--- config.mk ---
export PLATFORM = sky130hd
export DESIGN_NAME = alu_exec_unit
export DESIGN_NICKNAME = d
export VERILOG_FILES = /design/src/rtl/alu_pkg.sv /design/src/rtl/alu_muldiv_iter.sv /design/src/rtl/alu_exec_unit.sv
export SDC_FILE = /design/constraint.sdc
export NUM_CORES = 1
export LEC_CHECK = 0
export ABC_AREA = 1
export ABC_CLOCK_PERIOD_IN_PS = 1100
export CAP_MARGIN = 0
export CORE_MARGIN = 1
export CORE_UTILIZATION = 40
export DETAILED_ROUTE_END_ITERATION = 8
export GPL_TIMING_DRIVEN = 0
export PLACE_DENSITY_LB_ADDON = 0.1
export SLEW_MARGIN = 20
export SYNTH_ARGS = -nofsm -noshare
export SYNTH_HDL_FRONTEND = slang
export SYNTH_SLANG_ARGS = --single-unit
--- constraint.sdc ---
create_clock -name clk -period 1.1 [get_ports clk]
set_input_delay 0.165 -clock clk [delete_from_list [all_inputs] [get_ports clk]]
set_output_delay 0.165 -clock clk [all_outputs]
set_load 0.1 [all_outputs]
--- src/rtl/alu_pkg.sv ---
// -----------------------------------------------------------------------------
// alu_pkg
// Shared definitions for the ALU execution unit: alu_op encodings, funct3 and
// funct7 field constants, the internal operation enumeration produced by the
// decoder, and the control state enumeration.
// Optional feature macro: ALU_EXEC_MEXT_EN (multiply/divide extension). The
// M-extension operations are always listed here so that the decoder and the
// iterative unit share one enumeration; they are reachable only when the
// macro is defined.
// -----------------------------------------------------------------------------
package alu_pkg;

  // alu_op encodings
  localparam logic [1:0] ALUOP_ITYPE  = 2'b00;
  localparam logic [1:0] ALUOP_ADD    = 2'b01;
  localparam logic [1:0] ALUOP_RTYPE  = 2'b10;
  localparam logic [1:0] ALUOP_BRANCH = 2'b11;

  // funct3 for arithmetic/logic operations
  localparam logic [2:0] F3_ADD  = 3'b000;
  localparam logic [2:0] F3_SLL  = 3'b001;
  localparam logic [2:0] F3_SLT  = 3'b010;
  localparam logic [2:0] F3_SLTU = 3'b011;
  localparam logic [2:0] F3_XOR  = 3'b100;
  localparam logic [2:0] F3_SR   = 3'b101;
  localparam logic [2:0] F3_OR   = 3'b110;
  localparam logic [2:0] F3_AND  = 3'b111;

  // funct3 for branch comparisons
  localparam logic [2:0] F3_BEQ  = 3'b000;
  localparam logic [2:0] F3_BNE  = 3'b001;
  localparam logic [2:0] F3_BLT  = 3'b100;
  localparam logic [2:0] F3_BGE  = 3'b101;
  localparam logic [2:0] F3_BLTU = 3'b110;
  localparam logic [2:0] F3_BGEU = 3'b111;

  // funct3 for multiply/divide
  localparam logic [2:0] F3_MUL  = 3'b000;
  localparam logic [2:0] F3_DIV  = 3'b100;
  localparam logic [2:0] F3_DIVU = 3'b101;
  localparam logic [2:0] F3_REM  = 3'b110;
  localparam logic [2:0] F3_REMU = 3'b111;

  // funct7 variants
  localparam logic [6:0] F7_BASE = 7'b0000000;
  localparam logic [6:0] F7_ALT  = 7'b0100000;
  localparam logic [6:0] F7_MEXT = 7'b0000001;

  typedef enum logic [4:0] {
    OP_ADD, OP_SUB, OP_SLL, OP_SLT, OP_SLTU, OP_XOR, OP_SRL, OP_SRA, OP_OR, OP_AND,
    OP_BEQ, OP_BNE, OP_BLT, OP_BGE, OP_BLTU, OP_BGEU,
    OP_MUL, OP_DIV, OP_DIVU, OP_REM, OP_REMU,
    OP_ILLEGAL
  } op_e;

  typedef enum logic [1:0] {
    ST_IDLE,
    ST_ITER,
    ST_HOLD
  } state_e;

  // Operations that run through the multi-cycle multiply/divide unit
  function automatic logic isIterOp(input op_e op);
    return (op == OP_MUL) || (op == OP_DIV) || (op == OP_DIVU) ||
           (op == OP_REM) || (op == OP_REMU);
  endfunction

endpackage

--- src/rtl/alu_muldiv_iter.sv ---
// -----------------------------------------------------------------------------
// alu_muldiv_iter
// Iterative shift-add multiplier and restoring divider, one bit per clock.
// A start pulse loads the operands; XLEN iterations follow, after which
// o_done is high for exactly one cycle with the final value on o_result.
// Only instantiated when ALU_EXEC_MEXT_EN is defined.
// Ports:
//   clk, rst     clock, asynchronous active-high reset
//   i_start      load operands and begin (must only pulse when idle)
//   i_op         OP_MUL / OP_DIV / OP_DIVU / OP_REM / OP_REMU
//   i_a, i_b     operands (dividend/divisor for divides)
//   o_done       final value valid this cycle
//   o_result     product low half, quotient or remainder
// -----------------------------------------------------------------------------
module alu_muldiv_iter
  import alu_pkg::*;
#(
  parameter int XLEN = 32
) (
  input  logic            clk,
  input  logic            rst,
  input  logic            i_start,
  input  op_e             i_op,
  input  logic [XLEN-1:0] i_a,
  input  logic [XLEN-1:0] i_b,
  output logic            o_done,
  output logic [XLEN-1:0] o_result
);

  localparam int CW = $clog2(XLEN) + 1;
  localparam logic [CW-1:0] LAST = CW'(XLEN);

  logic            r_busy;
  logic [CW-1:0]   r_count;
  logic            r_isMul;
  logic            r_wantRem;
  logic            r_quoNeg;
  logic            r_remNeg;
  logic            r_divZero;
  logic [XLEN-1:0] r_origA;
  // r_acc: running product (MUL) or partial remainder (divides)
  // r_work: remaining multiplier bits (MUL) or dividend/quotient shift register
  // r_operand: shifted multiplicand (MUL) or divisor magnitude
  logic [XLEN-1:0] r_acc;
  logic [XLEN-1:0] r_work;
  logic [XLEN-1:0] r_operand;

  logic            w_signedDiv;
  logic            w_aNeg;
  logic            w_bNeg;
  logic [XLEN:0]   w_remShift;
  logic [XLEN:0]   w_diff;

  assign w_signedDiv = (i_op == OP_DIV) || (i_op == OP_REM);
  assign w_aNeg      = w_signedDiv && i_a[XLEN-1];
  assign w_bNeg      = w_signedDiv && i_b[XLEN-1];

  // Restoring divide step: bring down the next dividend bit and try to
  // subtract the divisor; the borrow bit decides the quotient bit.
  assign w_remShift = {r_acc, r_work[XLEN-1]};
  assign w_diff     = w_remShift - {1'b0, r_operand};

  // Divides run on magnitudes; signs are reapplied on the way out. The
  // MIN / -1 case needs no special handling: |MIN| / 1 leaves the MIN bit
  // pattern with a positive sign and a zero remainder.
  always_ff @(posedge clk or posedge rst) begin
    if (rst) begin
      r_busy    <= 1'b0;
      r_count   <= '0;
      r_isMul   <= 1'b0;
      r_wantRem <= 1'b0;
      r_quoNeg  <= 1'b0;
      r_remNeg  <= 1'b0;
      r_divZero <= 1'b0;
      r_origA   <= '0;
      r_acc     <= '0;
      r_work    <= '0;
      r_operand <= '0;
    end else if (i_start) begin
      r_busy    <= 1'b1;
      r_count   <= '0;
      r_isMul   <= (i_op == OP_MUL);
      r_wantRem <= (i_op == OP_REM) || (i_op == OP_REMU);
      r_quoNeg  <= w_aNeg ^ w_bNeg;
      r_remNeg  <= w_aNeg;
      r_divZero <= (i_b == '0);
      r_origA   <= i_a;
      r_acc     <= '0;
      if (i_op == OP_MUL) begin
        r_work    <= i_b;
        r_operand <= i_a;
      end else begin
        r_work    <= w_aNeg ? -i_a : i_a;
        r_operand <= w_bNeg ? -i_b : i_b;
      end
    end else if (r_busy) begin
      if (r_count == LAST) begin
        r_busy <= 1'b0;
      end else begin
        r_count <= r_count + 1'b1;
        if (r_isMul) begin
          if (r_work[0]) begin
            r_acc <= r_acc + r_operand;
          end
          r_operand <= r_operand << 1;
          r_work    <= r_work >> 1;
        end else if (!w_diff[XLEN]) begin
          r_acc  <= w_diff[XLEN-1:0];
          r_work <= {r_work[XLEN-2:0], 1'b1};
        end else begin
          r_acc  <= w_remShift[XLEN-1:0];
          r_work <= {r_work[XLEN-2:0], 1'b0};
        end
      end
    end
  end

  assign o_done = r_busy && (r_count == LAST);

  // Final value selection, including the divide-by-zero convention
  // (quotient all ones, remainder equal to the original dividend).
  always_comb begin
    o_result = r_acc;
    if (r_isMul) begin
      o_result = r_acc;
    end else if (r_divZero) begin
      o_result = r_wantRem ? r_origA : '1;
    end else if (r_wantRem) begin
      o_result = r_remNeg ? -r_acc : r_acc;
    end else begin
      o_result = r_quoNeg ? -r_work : r_work;
    end
  end

endmodule

--- src/rtl/alu_exec_unit.sv ---
// -----------------------------------------------------------------------------
// alu_exec_unit
// Integer execution unit with valid/ready handshakes on both sides. Single-
// cycle operations return their result the cycle after acceptance; with
// ALU_EXEC_MEXT_EN defined, multiply/divide run iteratively and return
// XLEN+1 cycles after acceptance. Without the macro those encodings are
// reported as illegal.
// Ports:
//   clk, rst              clock, asynchronous active-high reset
//   in_valid / in_ready   request handshake
//   alu_op, funct3/funct7 operation selection
//   op_a, op_b            source operands
//   out_valid / out_ready result handshake
//   result                registered result
//   branch_taken          registered branch outcome (branches only)
//   illegal               registered unsupported-encoding flag
// -----------------------------------------------------------------------------
module alu_exec_unit
  import alu_pkg::*;
#(
  parameter int XLEN = 32
) (
  input  logic            clk,
  input  logic            rst,
  input  logic            in_valid,
  output logic            in_ready,
  input  logic [1:0]      alu_op,
  input  logic [2:0]      funct3,
  input  logic [6:0]      funct7,
  input  logic [XLEN-1:0] op_a,
  input  logic [XLEN-1:0] op_b,
  output logic            out_valid,
  input  logic            out_ready,
  output logic [XLEN-1:0] result,
  output logic            branch_taken,
  output logic            illegal
);

  localparam int SHW = $clog2(XLEN);

  state_e          r_state;
  state_e          w_nextState;
  logic            r_outValid;
  logic [XLEN-1:0] r_result;
  logic            r_taken;
  logic            r_illegal;

  op_e             w_op;
  logic [XLEN-1:0] w_aluResult;
  logic            w_taken;
  logic            w_illegal;
  logic            w_accept;
  logic            w_isIter;
  logic            w_mdDone;
  logic [XLEN-1:0] w_mdResult;
  logic [SHW-1:0]  w_shamt;

  assign in_ready     = (r_state == ST_IDLE) && (!r_outValid || out_ready);
  assign w_accept     = in_valid && in_ready;
  assign out_valid    = r_outValid;
  assign result       = r_result;
  assign branch_taken = r_taken;
  assign illegal      = r_illegal;
  assign w_shamt      = op_b[SHW-1:0];

  // Decode alu_op/funct3/funct7 into one internal operation. I-type ignores
  // funct7 except bit 5 on the right-shift encoding.
  always_comb begin
    w_op = OP_ILLEGAL;
    unique case (alu_op)
      ALUOP_ADD: w_op = OP_ADD;
      ALUOP_ITYPE: begin
        unique case (funct3)
          F3_ADD:  w_op = OP_ADD;
          F3_SLL:  w_op = OP_SLL;
          F3_SLT:  w_op = OP_SLT;
          F3_SLTU: w_op = OP_SLTU;
          F3_XOR:  w_op = OP_XOR;
          F3_SR:   w_op = funct7[5] ? OP_SRA : OP_SRL;
          F3_OR:   w_op = OP_OR;
          F3_AND:  w_op = OP_AND;
          default: w_op = OP_ILLEGAL;
        endcase
      end
      ALUOP_RTYPE: begin
        if (funct7 == F7_BASE) begin
          unique case (funct3)
            F3_ADD:  w_op = OP_ADD;
            F3_SLL:  w_op = OP_SLL;
            F3_SLT:  w_op = OP_SLT;
            F3_SLTU: w_op = OP_SLTU;
            F3_XOR:  w_op = OP_XOR;
            F3_SR:   w_op = OP_SRL;
            F3_OR:   w_op = OP_OR;
            F3_AND:  w_op = OP_AND;
            default: w_op = OP_ILLEGAL;
          endcase
        end else if (funct7 == F7_ALT) begin
          if (funct3 == F3_ADD) begin
            w_op = OP_SUB;
          end else if (funct3 == F3_SR) begin
            w_op = OP_SRA;
          end
`ifdef ALU_EXEC_MEXT_EN
        end else if (funct7 == F7_MEXT) begin
          unique case (funct3)
            F3_MUL:  w_op = OP_MUL;
            F3_DIV:  w_op = OP_DIV;
            F3_DIVU: w_op = OP_DIVU;
            F3_REM:  w_op = OP_REM;
            F3_REMU: w_op = OP_REMU;
            default: w_op = OP_ILLEGAL;
          endcase
`endif
        end
      end
      ALUOP_BRANCH: begin
        unique case (funct3)
          F3_BEQ:  w_op = OP_BEQ;
          F3_BNE:  w_op = OP_BNE;
          F3_BLT:  w_op = OP_BLT;
          F3_BGE:  w_op = OP_BGE;
          F3_BLTU: w_op = OP_BLTU;
          F3_BGEU: w_op = OP_BGEU;
          default: w_op = OP_ILLEGAL;
        endcase
      end
      default: w_op = OP_ILLEGAL;
    endcase
  end

  // Single-cycle datapath. Branches and illegal encodings produce result 0.
  always_comb begin
    w_aluResult = '0;
    w_taken     = 1'b0;
    case (w_op)
      OP_ADD:  w_aluResult = op_a + op_b;
      OP_SUB:  w_aluResult = op_a - op_b;
      OP_SLL:  w_aluResult = op_a << w_shamt;
      OP_SLT:  w_aluResult = {{(XLEN-1){1'b0}}, ($signed(op_a) < $signed(op_b))};
      OP_SLTU: w_aluResult = {{(XLEN-1){1'b0}}, (op_a < op_b)};
      OP_XOR:  w_aluResult = op_a ^ op_b;
      OP_SRL:  w_aluResult = op_a >> w_shamt;
      OP_SRA:  w_aluResult = $signed(op_a) >>> w_shamt;
      OP_OR:   w_aluResult = op_a | op_b;
      OP_AND:  w_aluResult = op_a & op_b;
      OP_BEQ:  w_taken = (op_a == op_b);
      OP_BNE:  w_taken = (op_a != op_b);
      OP_BLT:  w_taken = ($signed(op_a) < $signed(op_b));
      OP_BGE:  w_taken = ($signed(op_a) >= $signed(op_b));
      OP_BLTU: w_taken = (op_a < op_b);
      OP_BGEU: w_taken = (op_a >= op_b);
      default: begin
        w_aluResult = '0;
        w_taken     = 1'b0;
      end
    endcase
  end

  assign w_illegal = (w_op == OP_ILLEGAL);

`ifdef ALU_EXEC_MEXT_EN
  assign w_isIter = isIterOp(w_op);

  alu_muldiv_iter #(
    .XLEN(XLEN)
  ) u_muldiv (
    .clk      (clk),
    .rst      (rst),
    .i_start  (w_accept && w_isIter),
    .i_op     (w_op),
    .i_a      (op_a),
    .i_b      (op_b),
    .o_done   (w_mdDone),
    .o_result (w_mdResult)
  );
`else
  assign w_isIter   = 1'b0;
  assign w_mdDone   = 1'b0;
  assign w_mdResult = '0;
`endif

  // Control state register
  always_ff @(posedge clk or posedge rst) begin
    if (rst) begin
      r_state <= ST_IDLE;
    end else begin
      r_state <= w_nextState;
    end
  end

  // Next state: ITER while the iterative unit works, HOLD until its result
  // is taken. Single-cycle results are held in IDLE with in_ready low.
  always_comb begin
    w_nextState = r_state;
    unique case (r_state)
      ST_IDLE: if (w_accept && w_isIter) w_nextState = ST_ITER;
      ST_ITER: if (w_mdDone) w_nextState = ST_HOLD;
      ST_HOLD: if (out_ready) w_nextState = ST_IDLE;
      default: w_nextState = ST_IDLE;
    endcase
  end

  // Output registers. A new single-cycle result may replace one that is
  // being drained in the same cycle, which keeps back-to-back throughput.
  always_ff @(posedge clk or posedge rst) begin
    if (rst) begin
      r_outValid <= 1'b0;
      r_result   <= '0;
      r_taken    <= 1'b0;
      r_illegal  <= 1'b0;
    end else if (w_accept && !w_isIter) begin
      r_outValid <= 1'b1;
      r_result   <= w_aluResult;
      r_taken    <= w_taken;
      r_illegal  <= w_illegal;
    end else if ((r_state == ST_ITER) && w_mdDone) begin
      r_outValid <= 1'b1;
      r_result   <= w_mdResult;
      r_taken    <= 1'b0;
      r_illegal  <= 1'b0;
    end else if (r_outValid && out_ready) begin
      r_outValid <= 1'b0;
    end
  end

endmodule

==> impl_metrics.ini, run 1 <==
[outcome]
run_status = finished with violations
violations_in_the_final_reports = setup timing

[drt]
ant_nets = 0
via_density = 6.09
route.vias.total = 19400
route.final.wire_length_mm = 79.0
route.detailed.wl_per_inst_um = 24.8
drc = 0
firstDrtPassIters = 6
drt_iter0_markers = 2961

[global_route]
antenna_violations_before_repair = 3
grt_pass1_wl_mm = 109
grt_overflow = 0
maximum_number_of_pins_on_one_net_before_global_route_repair = 36
grt_use_total_pct = 45.2
grt_pass1_vias = 17200

[layout]
seqCellArea_um2 = 880
design.final.nets = 2969
area_growth_pct = 49.2
fill_cells = 3071
multiInputGateArea_um2 = 12600
final_area_um2 = 19000
layout.cells.non_filler = 3184
post_route_cells_drive_above_1_share_pct = 29.8

[logic_synthesis]
synth.distinct_cells = 44
async_set_or_reset_register_ratio_after_synthesis_pct = 100
syn-cell-area_um2 = 12700
synth_xor_xnor_area_share_pct = 1.10
synth_cells = 2531
synth_warnings = 0
muxShareOfSynthArea_pct = 0
ys_ff_latch = 35
synth_compound_area_share_pct = 8.91
post_synth_edffs = 0
synthFlopType = dfrtp_1
synth_seq_area_share_pct = 6.89
syn_avg_cell_area_um2 = 5.02
synth_simple_gate_area_share_pct = 59.2
synth_top_family_by_area = simple AND/OR/NAND/NOR gates
syn_nets = 2714
yosys.area_share.adder_pct = 10.3

[sta]
unrepaired_setup_endpoints_after_global_routing = true
setup_viol = 36
tightestPinTransition_ns = 0.872
whs_ns = 0.327
skew_ns = 0.00270
timing.final.max_slew_violations = 0
slew_margin_rel_pct = 41.9
hold_viol_final = 0
period_minus_slack_ns = 2.56
min_period_over_period_pct = 232
max_freq_mhz = 391
post-route-worst-setup-slack_ns = -1.46

[cts]
clkSlewWorstSetupHoldPaths_ns = 0.05
cts.sink_count = 35
cts.htree.levels = 2
cts_buffer_depth = 2
cts_root_buf = clkbuf_16
hold_buffers = 0
tritoncts = built
cts_bufs_inserted = 5
clock_insertion_delay_worst_skew_ns = 0.28

[worst_setup_path]
register_to_register_path_depth = 6
crit_arrival_ns = 2.72
worst-r2r-setup-slack_ns = -0.33
regToRegStartpoint = out_valid$_DFFE_PP0P_
worstPathRequired_ns = 1.26
kind_of_critical_path = in2reg
r2r_end = result[1]$_DFFE_PP0P_
startpoint_type = input port
critical_path_peak_fanout = 5
crit_path_end_kind = register

[place]
portBuffers = 115
place_area_um2 = 14700
placedCellCount = 3042
place.gp.congestion = 1.08
place_hpwl_mm = 60.4

[die]
placementRows = 64
die_width_um = 180
core_area_um2 = 30900
fp.dieArea_um2 = 32500
die_y_um = 180
number_of_ports_placed_on_the_die_boundary = 116
start_util_pct = 41.1

[run]
max_cap_viol_count = 0

[power]
p_leak_nw = 9.71
power.ir.vdd_worst_mv = 0.850
power_density_nw_per_um2 = 929

[hold_path]
worst_hold_path_type = in2async
-- logic make-up after synthesis --
group,Yosys count
AND/OR/NAND/NOR,1745
buffers and inverters,424
AO/OA/AOI/OAI,208
adder cells (fa/ha/maj),103
flip-flops,35
XOR/XNOR,16
-- power breakdown --
part	total [mW]	internal [mW]	switching (mW)
clock	1.47	0.961	0.509
combinational	14.3	4.56	9.76
sequential	1.83	1.60	0.230
-- metrics by stage --
| step | util (%) | setup slack, ns | total power, mW | TNS, ns |
|---|---|---|---|---|
| after floorplan | - | -0.971 | 8.93 | -29.49 |
| after global placement | 47.6 | -3.08 | 12.5 | -118.72 |
| after detailed placement | 47.6 | -3.11 | 12.6 | -101.42 |
| after CTS | 55.1 | -1.26 | 15.6 | -53.73 |
| after global routing | 61.3 | -1.48 | 18.2 | -41.14 |
| final | 61.3 | -1.46 | 17.6 | -38.60 |
-- worst max-delay path: stages --
cell and delay (ns):
buf_8 0.08, clkbuf_16 0.15, inv_8 0.03, clkbuf_16 0.14, buf_12 0.14, ha_4 0.27
nor2_4 0.12, nand2_4 0.08, inv_2 0.07, nand3_2 0.08, nand2_2 0.11, nand2_2 0.07
nand2_4 0.11, nand2_4 0.09, nand2_2 0.07, nand2_2 0.07, nand3_2 0.09, nand4_1 0.47
nand2_1 0.20, nand2_1 0.07
-- synthesized netlist by cell type (3+ instances only) --
cell / number / area share, %
nand3_1: 448 / 18
o21ai_0: 84 / 3.3
o21bai_1: 9 / 0.53
buf_2: 23 / 0.91
dfrtp_1: 35 / 6.9
nand3b_1: 18 / 1.1
a21oi_1: 69 / 2.7
clkbuf_1: 52 / 1.5
a31oi_1: 3 / 0.15
nor2_1: 275 / 8.1
buf_6: 8 / 0.71
and2_1: 14 / 0.69
nor2_4: 6 / 0.53
o211ai_1: 10 / 0.59
buf_1: 31 / 0.92
xor2_1: 16 / 1.1
buf_4: 9 / 0.53
or2_2: 4 / 0.20
inv_1: 293 / 8.7
nand4_1: 31 / 1.5
nor2_8: 4 / 0.63
o21ai_1: 23 / 0.91
nand2_1: 905 / 27
ha_1: 101 / 9.9
o21ai_2: 4 / 0.28
and2_0: 3 / 0.15
inv_2: 4 / 0.12
nor3_1: 13 / 0.51
nand2_2: 15 / 0.74
-- cell usage in the layout (no fill, tap or decap), types with 10 or more instances in the layout --
master           synthesis  final
nand2_1                905    766
nand3_1                448    356
inv_1                  293    243
nor2_1                 275    192
buf_4                    9    122
nand2_2                 15    116
buf_6                    8     67
nand3_2                  2     62
ha_1                   101     61
o21ai_0                 84     59
nor2_2                   1     50
nor2_4                   6     41
a21oi_1                 69     40
inv_2                    4     39
o21ai_1                 23     36
ha_4                     0     34
dfrtp_1                 35     34
nand3_4                  1     33
nand2_4                  2     32
nand4_1                 31     31
buf_2                   23     30
dlygate4sd2_1            0     25
buf_12                   0     24
a21oi_2                  1     22
nand3b_1                18     18
clkbuf_2                 0     17
clkbuf_16                0     16
xor2_1                  16     16
o21ai_2                  4     15
buf_8                    1     14
clkbuf_1                52     14
clkdlybuf4s15_2          0     12
buf_1                   31     11
o211ai_1                10     10
-- how the worst max path moves through the flow --
| stage | start | endpoint | slack (ns) | cells after the start |
|---|---|---|---|---|
| floorplan | op_b[4] | result[0]$_DFFE_PP0P_ | -0.97 | 22 |
| global placement | op_b[1] | branch_taken$_DFFE_PP0P_ | -3.08 | 14 |
| detailed placement | op_b[1] | branch_taken$_DFFE_PP0P_ | -3.11 | 14 |
| CTS | op_b[4] | branch_taken$_DFFE_PP0P_ | -1.26 | 21 |
| global route | op_b[12] | branch_taken$_DFFE_PP0P_ | -1.48 | 16 |
| finish | op_b[4] | branch_taken$_DFFE_PP0P_ | -1.46 | 20 |
-- state kept, by name, summed over array words and instances (netlist names) --
name,cells
illegal,1
result,32
branch_taken,1
out_valid,1
-- layout make-up --
type,instances,area share [%]
multi-input combinational,2073,66.3
timing repair buffer,271,14.3
inverter,300,6.33
buffer,100,4.90
sequential,35,4.64
tap,396,2.61
clock buffer,7,0.805
clock inverter,1,0.0396
antenna,1,0.0132
-- metal layers --
metal | vias up | share of wire, % | routed length [um] | global-route usage (%)
met1 | 8895 | 38 | 30100 | 59.5
met2 | 1580 | 40 | 31500 | 65.7
li1 | 8587 | - | - | -
met5 | - | 0.018 | 14 | 0
met4 | 2 | 6.5 | 5110 | 23.1
met3 | 340 | 16 | 12300 | 14.4
-- what timing repair did --
action	CTS	global route
gates resized for setup	679	512
pin swaps	92	143
cloned	4	8
buffers inserted	93	54
endpoints found under the setup margin	70	65
No activity file was read; power rests on OpenSTA's default activity.
==> inputs of run 2 (changes only) <==
--- a/config.mk
+++ b/config.mk
@@ -8,8 +8,10 @@
 export ABC_AREA = 1
 export ABC_CLOCK_PERIOD_IN_PS = 1100
 export CAP_MARGIN = 0
+export CELL_PAD_IN_SITES_DETAIL_PLACEMENT = 1
+export CELL_PAD_IN_SITES_GLOBAL_PLACEMENT = 1
 export CORE_MARGIN = 1
-export CORE_UTILIZATION = 40
+export CORE_UTILIZATION = 36
 export DETAILED_ROUTE_END_ITERATION = 8
 export GPL_TIMING_DRIVEN = 0
 export PLACE_DENSITY_LB_ADDON = 0.1
==> impl_metrics.ini, run 2 <==
[outcome]
run_status = aborted with a tool error
stop_stage = 5_1_grt
firstError = [ERROR GRT-0232] Routing congestion too high. Check the congestion heatmap in the GUI.

[global_route]
grt_overflow = 234
maximum_number_of_pins_on_one_net_before_global_route_repair = 36
grt_use_total_pct = 72.7

[cts]
cts.sink_count = 35
cts_bufs_inserted = 5
cts_buffer_depth = 2
cts_root_buf = clkbuf_16
hold_buffers = 0
cts.htree.levels = 2

[logic_synthesis]
synth.distinct_cells = 44
ys_ff_latch = 35
synthFlopType = dfrtp_1
synth_warnings = 0
synth_cells = 2531
synth_seq_area_share_pct = 6.89
syn-cell-area_um2 = 12700
synth.top_cells.by_count = nand2_1 (905), nand3_1 (448), inv_1 (293)
yosysMostFrequentCell = nand2_1
post_synth_edffs = 0
syn_avg_cell_area_um2 = 5.02
synth_largest_type_area_fraction_pct = 26.7
synthDominantAreaCellType = nand2_1
async_set_or_reset_register_ratio_after_synthesis_pct = 100
synth.area.top_cells = nand2_1 (27%), nand3_1 (18%), ha_1 (9.9%)
syn_nets = 2714

[die]
start_util_pct = 36.7
number_of_ports_placed_on_the_die_boundary = 116
placementRows = 68
die_y_um = 190
die_width_um = 190

[place]
portBuffers = 115
place.gp.congestion = 1.10
place_hpwl_mm = 67.6

[sta]
grt_worst_setup_endpoint = branch_taken$_DFFE_PP0P_/D
timing.repair.worst_endpoint_type = register data pin
==> run 2: through the flow <==
stage | setup TNS (ns) | worst slack (ns) | area, um^2 | std cells
floorplan | -29.49 | -0.971 | 13100 | 2531
global placement | -119.58 | -3.05 | 14800 | 3101
detailed placement | -102.52 | -2.89 | 14800 | 3101
CTS | -51.04 | -1.21 | 18300 | 3243
==> run 2: cell families after synthesis <==
family,Yosys count,synth area share (%)
AOI/OAI and AO/OA,208,8.91
xor gates and xnor gates,16,1.10
adders and majority gates,103,10.3
buffers and inverters,424,13.6
DFF,35,6.89
and+or+nand+nor,1745,59.2
==> run 2: routing by layer <==
metal | overflow | global-route usage [%]
met3 | 3 | 54.5
met1 | 3 | 75.2
met4 | 84 | 66.5
met5 | 0 | 23.9
met2 | 144 | 91.2
==> run 2: repair_timing <==
action,CTS
cloned,7
setup endpoints to repair,70
setup buffers,150
pin swaps,159
resized for setup,969
==> inputs of run 3 (changes only) <==
--- a/config.mk
+++ b/config.mk
@@ -6,15 +6,13 @@
 export NUM_CORES = 1
 export LEC_CHECK = 0
 export ABC_AREA = 1
-export ABC_CLOCK_PERIOD_IN_PS = 1100
+export ABC_CLOCK_PERIOD_IN_PS = 1400
 export CAP_MARGIN = 0
-export CELL_PAD_IN_SITES_DETAIL_PLACEMENT = 1
-export CELL_PAD_IN_SITES_GLOBAL_PLACEMENT = 1
 export CORE_MARGIN = 1
-export CORE_UTILIZATION = 36
+export CORE_UTILIZATION = 25
 export DETAILED_ROUTE_END_ITERATION = 8
 export GPL_TIMING_DRIVEN = 0
-export PLACE_DENSITY_LB_ADDON = 0.1
+export PLACE_DENSITY_LB_ADDON = 0.15
 export SLEW_MARGIN = 20
 export SYNTH_ARGS = -nofsm -noshare
 export SYNTH_HDL_FRONTEND = slang
==> constraint.sdc (replaced) <==
create_clock -name clk -period 1.4 [get_ports clk]
set_input_delay 0.21 -clock clk [delete_from_list [all_inputs] [get_ports clk]]
set_output_delay 0.21 -clock clk [all_outputs]
set_load 0.1 [all_outputs]
==> impl_metrics.ini, run 3 (synthesis results as in run 1) <==
[global_route]
grtUsageMet1_pct = 45.4
grt_use_total_pct = 32.7
grt_pass1_wl_mm = 122
grt_overflow = 0
maximum_number_of_pins_on_one_net_before_global_route_repair = 36
grt_pass1_vias = 17900
globalRouteMet2Util_pct = 50.3
antenna_violations_before_repair = 1
grt.busiest_layer = met2
global_route_met3_usage_pct = 4.23

[power]
power.ir.vdd_worst_mv = 0.489
p_leak_nw = 10.1
power_density_nw_per_um2 = 693

[sta]
post-route-worst-setup-slack_ns = -1.02
unrepaired_setup_endpoints_after_global_routing = true
slew_margin_rel_pct = 33.7
max_freq_mhz = 412
tightestPinTransition_ns = 0.995
period_minus_slack_ns = 2.42
skew_ns = 0.00360
setup_viol = 33
whs_ns = 0.376
min_period_over_period_pct = 173
hold_viol_final = 0
timing.final.max_slew_violations = 0

[die]
start_util_pct = 25.3
die_y_um = 227
die_width_um = 227
number_of_ports_placed_on_the_die_boundary = 116
core_area_um2 = 50200
placementRows = 82
fp.dieArea_um2 = 51700

[layout]
design.final.nets = 3003
leading_cell_types_in_the_layout_fill_and_taps_excluded = nand2_1 (729), nand3_1 (316), inv_1 (240), nor2_1 (165), buf_4 (148)
final_common_cell = nand2_1
diodes = 0
number_of_flip_flops_in_the_largest_register = 32
area_growth_pct = 57.6
post_route_cells_drive_above_1_share_pct = 35.7

[cts]
clkSlewWorstSetupHoldPaths_ns = 0.05
cts.sink_count = 35
cts_root_buf = clkbuf_16
cts_bufs_inserted = 5
clock_insertion_delay_worst_skew_ns = 0.28
cts.htree.levels = 2
cts_buffer_depth = 2
tritoncts = built

[place]
place.gp.congestion = 0.989
place_worst_setup_slack_ns = -2.82
portBuffers = 115
place_hpwl_mm = 67.2

[worst_setup_path]
crit_arrival_ns = 2.60
r2r_end = result[1]$_DFFE_PP0P_
kind_of_critical_path = in2reg
register_to_register_path_depth = 6
timing.critical_path.buf_inv = 6
critPathTopFamily = simple AND/OR/NAND/NOR gates
slowest_stage = nand4_1
regToRegStartpoint = out_valid$_DFFE_PP0P_
critical_path_peak_fanout = 6
worst-r2r-setup-slack_ns = -0.06
worstPathRequired_ns = 1.57
critical_path_cell_by_cell = buf_8 > clkbuf_16 > inv_8 > clkbuf_16 > buf_12 > ha_4 > nor2_4 > nand2_4 > inv_2 > nand3_2 > nand2_2 > nand2_2 > nand2_4 > nand2_4 > nand3_2 > nand3_2 > nand2_1 > nand4_1 > nand2_1 > nand2_1
timing.critical_path.from = op_b[4]
crit_path_max_incr_delay_ns = 0.38
crit_path_end_kind = register
startpoint_type = input port

[drt]
firstDrtPassIters = 6
drc = 0
route.final.wire_length_mm = 86.2
route.vias.total = 19000
ant_nets = 0
drt_iter0_markers = 2476
via_density = 5.43
route.detailed.wl_per_inst_um = 24.7

[outcome]
run_status = finished with violations
violations_in_the_final_reports = setup timing

[hold_path]
worst_hold_path_type = in2async

[run]
max_cap_viol_count = 0
==> run 3: area by class of cell <==
class	count	area, um^2
multi-input cells	2072	13200
plain buffers	99	965
repair buffers	307	2780
fillers	5497	30100
flip-flops and latches	35	880
clock buffers	7	133
clock inverters	1	5.00
inverters	300	1210
well taps	672	841
==> run 3: worst max path at each step <==
stage	to	cells after the start
2_1_floorplan	result[0]$_DFFE_PP0P_	22
3_3_place_gp	branch_taken$_DFFE_PP0P_	14
3_5_place_dp	branch_taken$_DFFE_PP0P_	14
4_1_cts	branch_taken$_DFFE_PP0P_	21
5_1_grt	branch_taken$_DFFE_PP0P_	20
6_report	branch_taken$_DFFE_PP0P_	20
==> run 3: per-layer routing <==
layer	share of wire, %	routed length [um]	up-vias
met5	0.015	13	-
met4	5.5	4770	2
met3	9.2	7890	222
met2	42	35800	1051
met1	44	37800	9064
li1	-	-	8643
==> run 3: what timing repair did <==
item	in CTS	in global routing
gates resized for setup	1163	255
hold buffers	0	0
cloned	11	0
buffers inserted	149	36
setup endpoints to repair	70	51
pin swaps	240	143
==> run 3: metrics by stage <==
| step | cell area (um^2) | TNS (ns) | cells | total power, mW | util (%) |
|---|---|---|---|---|---|
| after floorplan | 13000 | -20.60 | 2531 | 7.01 | - |
| after global placement | 15000 | -100.01 | 3318 | 10.1 | 30.0 |
| after detailed placement | 15000 | -85.77 | 3318 | 10.1 | 30.0 |
| after CTS | 19100 | -25.94 | 3462 | 13.2 | 38.0 |
| after global routing | 20000 | -30.10 | 3493 | 14.4 | 39.9 |
| final | 20000 | -27.71 | 3493 | 13.9 | 39.9 |
==> run 3: report_power, final <==
group	total (mW)	internal [mW]	switching (mW)
sequential	1.39	1.26	0.138
combinational	11.4	3.55	7.88
clock	1.06	0.657	0.401
total	13.9	5.46	8.42
==> inputs of run 4 (changes only) <==
--- a/config.mk
+++ b/config.mk
@@ -10,6 +10,7 @@
 export CAP_MARGIN = 0
 export CORE_MARGIN = 1
 export CORE_UTILIZATION = 25
+export CTS_BUF_LIST = sky130_fd_sc_hd__clkbuf_8
 export DETAILED_ROUTE_END_ITERATION = 8
 export GPL_TIMING_DRIVEN = 0
 export PLACE_DENSITY_LB_ADDON = 0.15
==> impl_metrics.ini, run 4 (synthesis results as in run 1) <==
[outcome]
run_status = finished with violations
violations_in_the_final_reports = setup timing

[power]
power_density_nw_per_um2 = 683
p_leak_nw = 10.1
power.share.switching_pct = 61.8
share_seq_of_total_power_pct = 10.3
power.switching_mw = 8.37
intPower_mw = 5.17
power.ir.vdd_worst_mv = 0.335
clock_power_share_pct = 5.1
p_comb_share_pct = 84.6

[cts]
clock_insertion_delay_worst_skew_ns = 0.29
cts.sink_count = 35
cts_root_buf = clkbuf_8
cts_bufs_inserted = 5
cts_buffer_depth = 2
clkSlewWorstSetupHoldPaths_ns = 0.07
tritoncts = built
cts.htree.levels = 2

[place]
portBuffers = 115
place_area_um2 = 15000
place_hpwl_mm = 67.2
place.gp.congestion = 0.989

[sta]
post-route-worst-setup-slack_ns = -1.09
min_period_over_period_pct = 178
period_minus_slack_ns = 2.49
unrepaired_setup_endpoints_after_global_routing = true
setup_viol = 33
slew_margin_rel_pct = 34.2
skew_ns = 0.00400
setup_total_negative_slack_ns = -28.72
hold_viol_final = 0
max_freq_mhz = 401
timing.final.max_slew_violations = 0
whs_ns = 0.369
tightestPinTransition_ns = 0.987

[worst_setup_path]
crit_path_max_incr_delay_ns = 0.72
crit_arrival_ns = 2.67
crit_path_end_kind = register
critical_path_cell_by_cell = buf_6 > inv_8 > buf_12 > buf_1 > nand3_1 > nand3_1 > nand2_1 > nand2_2 > o21ai_2 > inv_1 > nand3_2 > nand2_1 > nand2_1
regToRegStartpoint = out_valid$_DFFE_PP0P_
slowest_stage = buf_1
kind_of_critical_path = in2reg
startpoint_type = input port
register_to_register_path_depth = 6
worst-r2r-setup-slack_ns = -0.07
critical_path_peak_fanout = 10
worstPathRequired_ns = 1.58
r2r_end = result[1]$_DFFE_PP0P_
critPathMostFrequentCell = nand2_1

[layout]
post_route_cells_drive_above_1_share_pct = 34.5
final_core_occ_pct = 39.5
final_common_cell = nand2_1
fill_cells = 5533
design.final.nets = 3002
final_area_um2 = 19800
number_of_flip_flops_in_the_largest_register = 32
diodes = 0
area_growth_pct = 56.0
leading_cell_types_in_the_layout_fill_and_taps_excluded = nand2_1 (729), nand3_1 (340), inv_1 (236), nor2_1 (185), buf_4 (147)

[die]
start_util_pct = 25.3
placementRows = 82
die_y_um = 227
die_width_um = 227
number_of_ports_placed_on_the_die_boundary = 116
fp.dieArea_um2 = 51700
core_area_um2 = 50200

[drt]
route.detailed.wl_per_inst_um = 24.6
drt_iter0_markers = 2362
ant_nets = 0
firstDrtPassIters = 6
via_density = 5.43
drc = 0
route.vias.total = 19000
route.final.wire_length_mm = 85.9

[run]
max_cap_viol_count = 0

[global_route]
grt_pass1_wl_mm = 121
maximum_number_of_pins_on_one_net_before_global_route_repair = 36
grt_use_total_pct = 32.6
antenna_violations_before_repair = 0
grt_overflow = 0
grt_pass1_vias = 17800

[hold_path]
worst_hold_path_type = in2async
## run 4: layer usage
layer / vias to the layer above / GRT usage (%) / share of wire [%]
met5: - / 0 / 0
met4: 0 / 14.1 / 5.1
met3: 215 / 4.47 / 9.7
met2: 1108 / 49.6 / 42
met1: 9006 / 45.4 / 44
li1: 8650 / - / -
## run 4: repair_timing
item | CTS | global route
setup endpoints to repair | 70 | 39
gates cloned | 14 | 1
buffers inserted | 132 | 48
endpoints found under the hold margin | 0 | 0
resized for setup | 1117 | 240
pin swaps | 185 | 150
hold buffers | 0 | 0
## run 4: how the worst max path moves through the flow
stage,startpoint,end,depth (start not counted)
finish,op_b[3],result[23]$_DFFE_PP0P_,13
global route,op_b[4],branch_taken$_DFFE_PP0P_,20
CTS,op_b[4],branch_taken$_DFFE_PP0P_,21
detailed placement,op_b[0],branch_taken$_DFFE_PP0P_,14
global placement,op_b[1],branch_taken$_DFFE_PP0P_,14
floorplan,op_b[4],result[0]$_DFFE_PP0P_,22
## run 4: critical path: cells and delay by family
kind                   cells  cell delay, ns
AND/OR/NAND/NOR            7            1.25
AO/OA/AOI/OAI              1            0.07
buffers and inverters      5            1.13
## run 4: metrics by stage
stage               worst slack, ns  instances  power, mW
floorplan                    -0.716       2531       7.01
finish                        -1.09       3492       13.5
CTS                          -0.956       3449       12.7
global route                  -1.11       3492       14.1
global placement              -2.86       3318       10.1
detailed placement            -2.82       3318       10.1
## run 4: layout make-up
| cell class | count | area, um^2 | area share, % |
|---|---|---|---|
| plain buffers | 100 | 976 | 4.92 |
| clock buffers | 5 | 68.8 | 0.347 |
| clock inverters | 3 | 12.5 | 0.0631 |
| inverters | 300 | 1200 | 6.05 |
| multi-input cells | 2072 | 13000 | 65.7 |
| flip-flops and latches | 35 | 880 | 4.44 |
| well taps | 672 | 841 | 4.24 |
| repair buffers | 305 | 2820 | 14.2 |
## run 4: power by group through the flow
stage,logic (mW),registers (mW),clock network (mW)
after global routing,11.9,1.42,0.749
after CTS,10.6,1.40,0.714
after floorplan,3.83,3.18,0
after global placement,8.68,1.42,0
after detailed placement,8.65,1.42,0
final,11.4,1.39,0.692
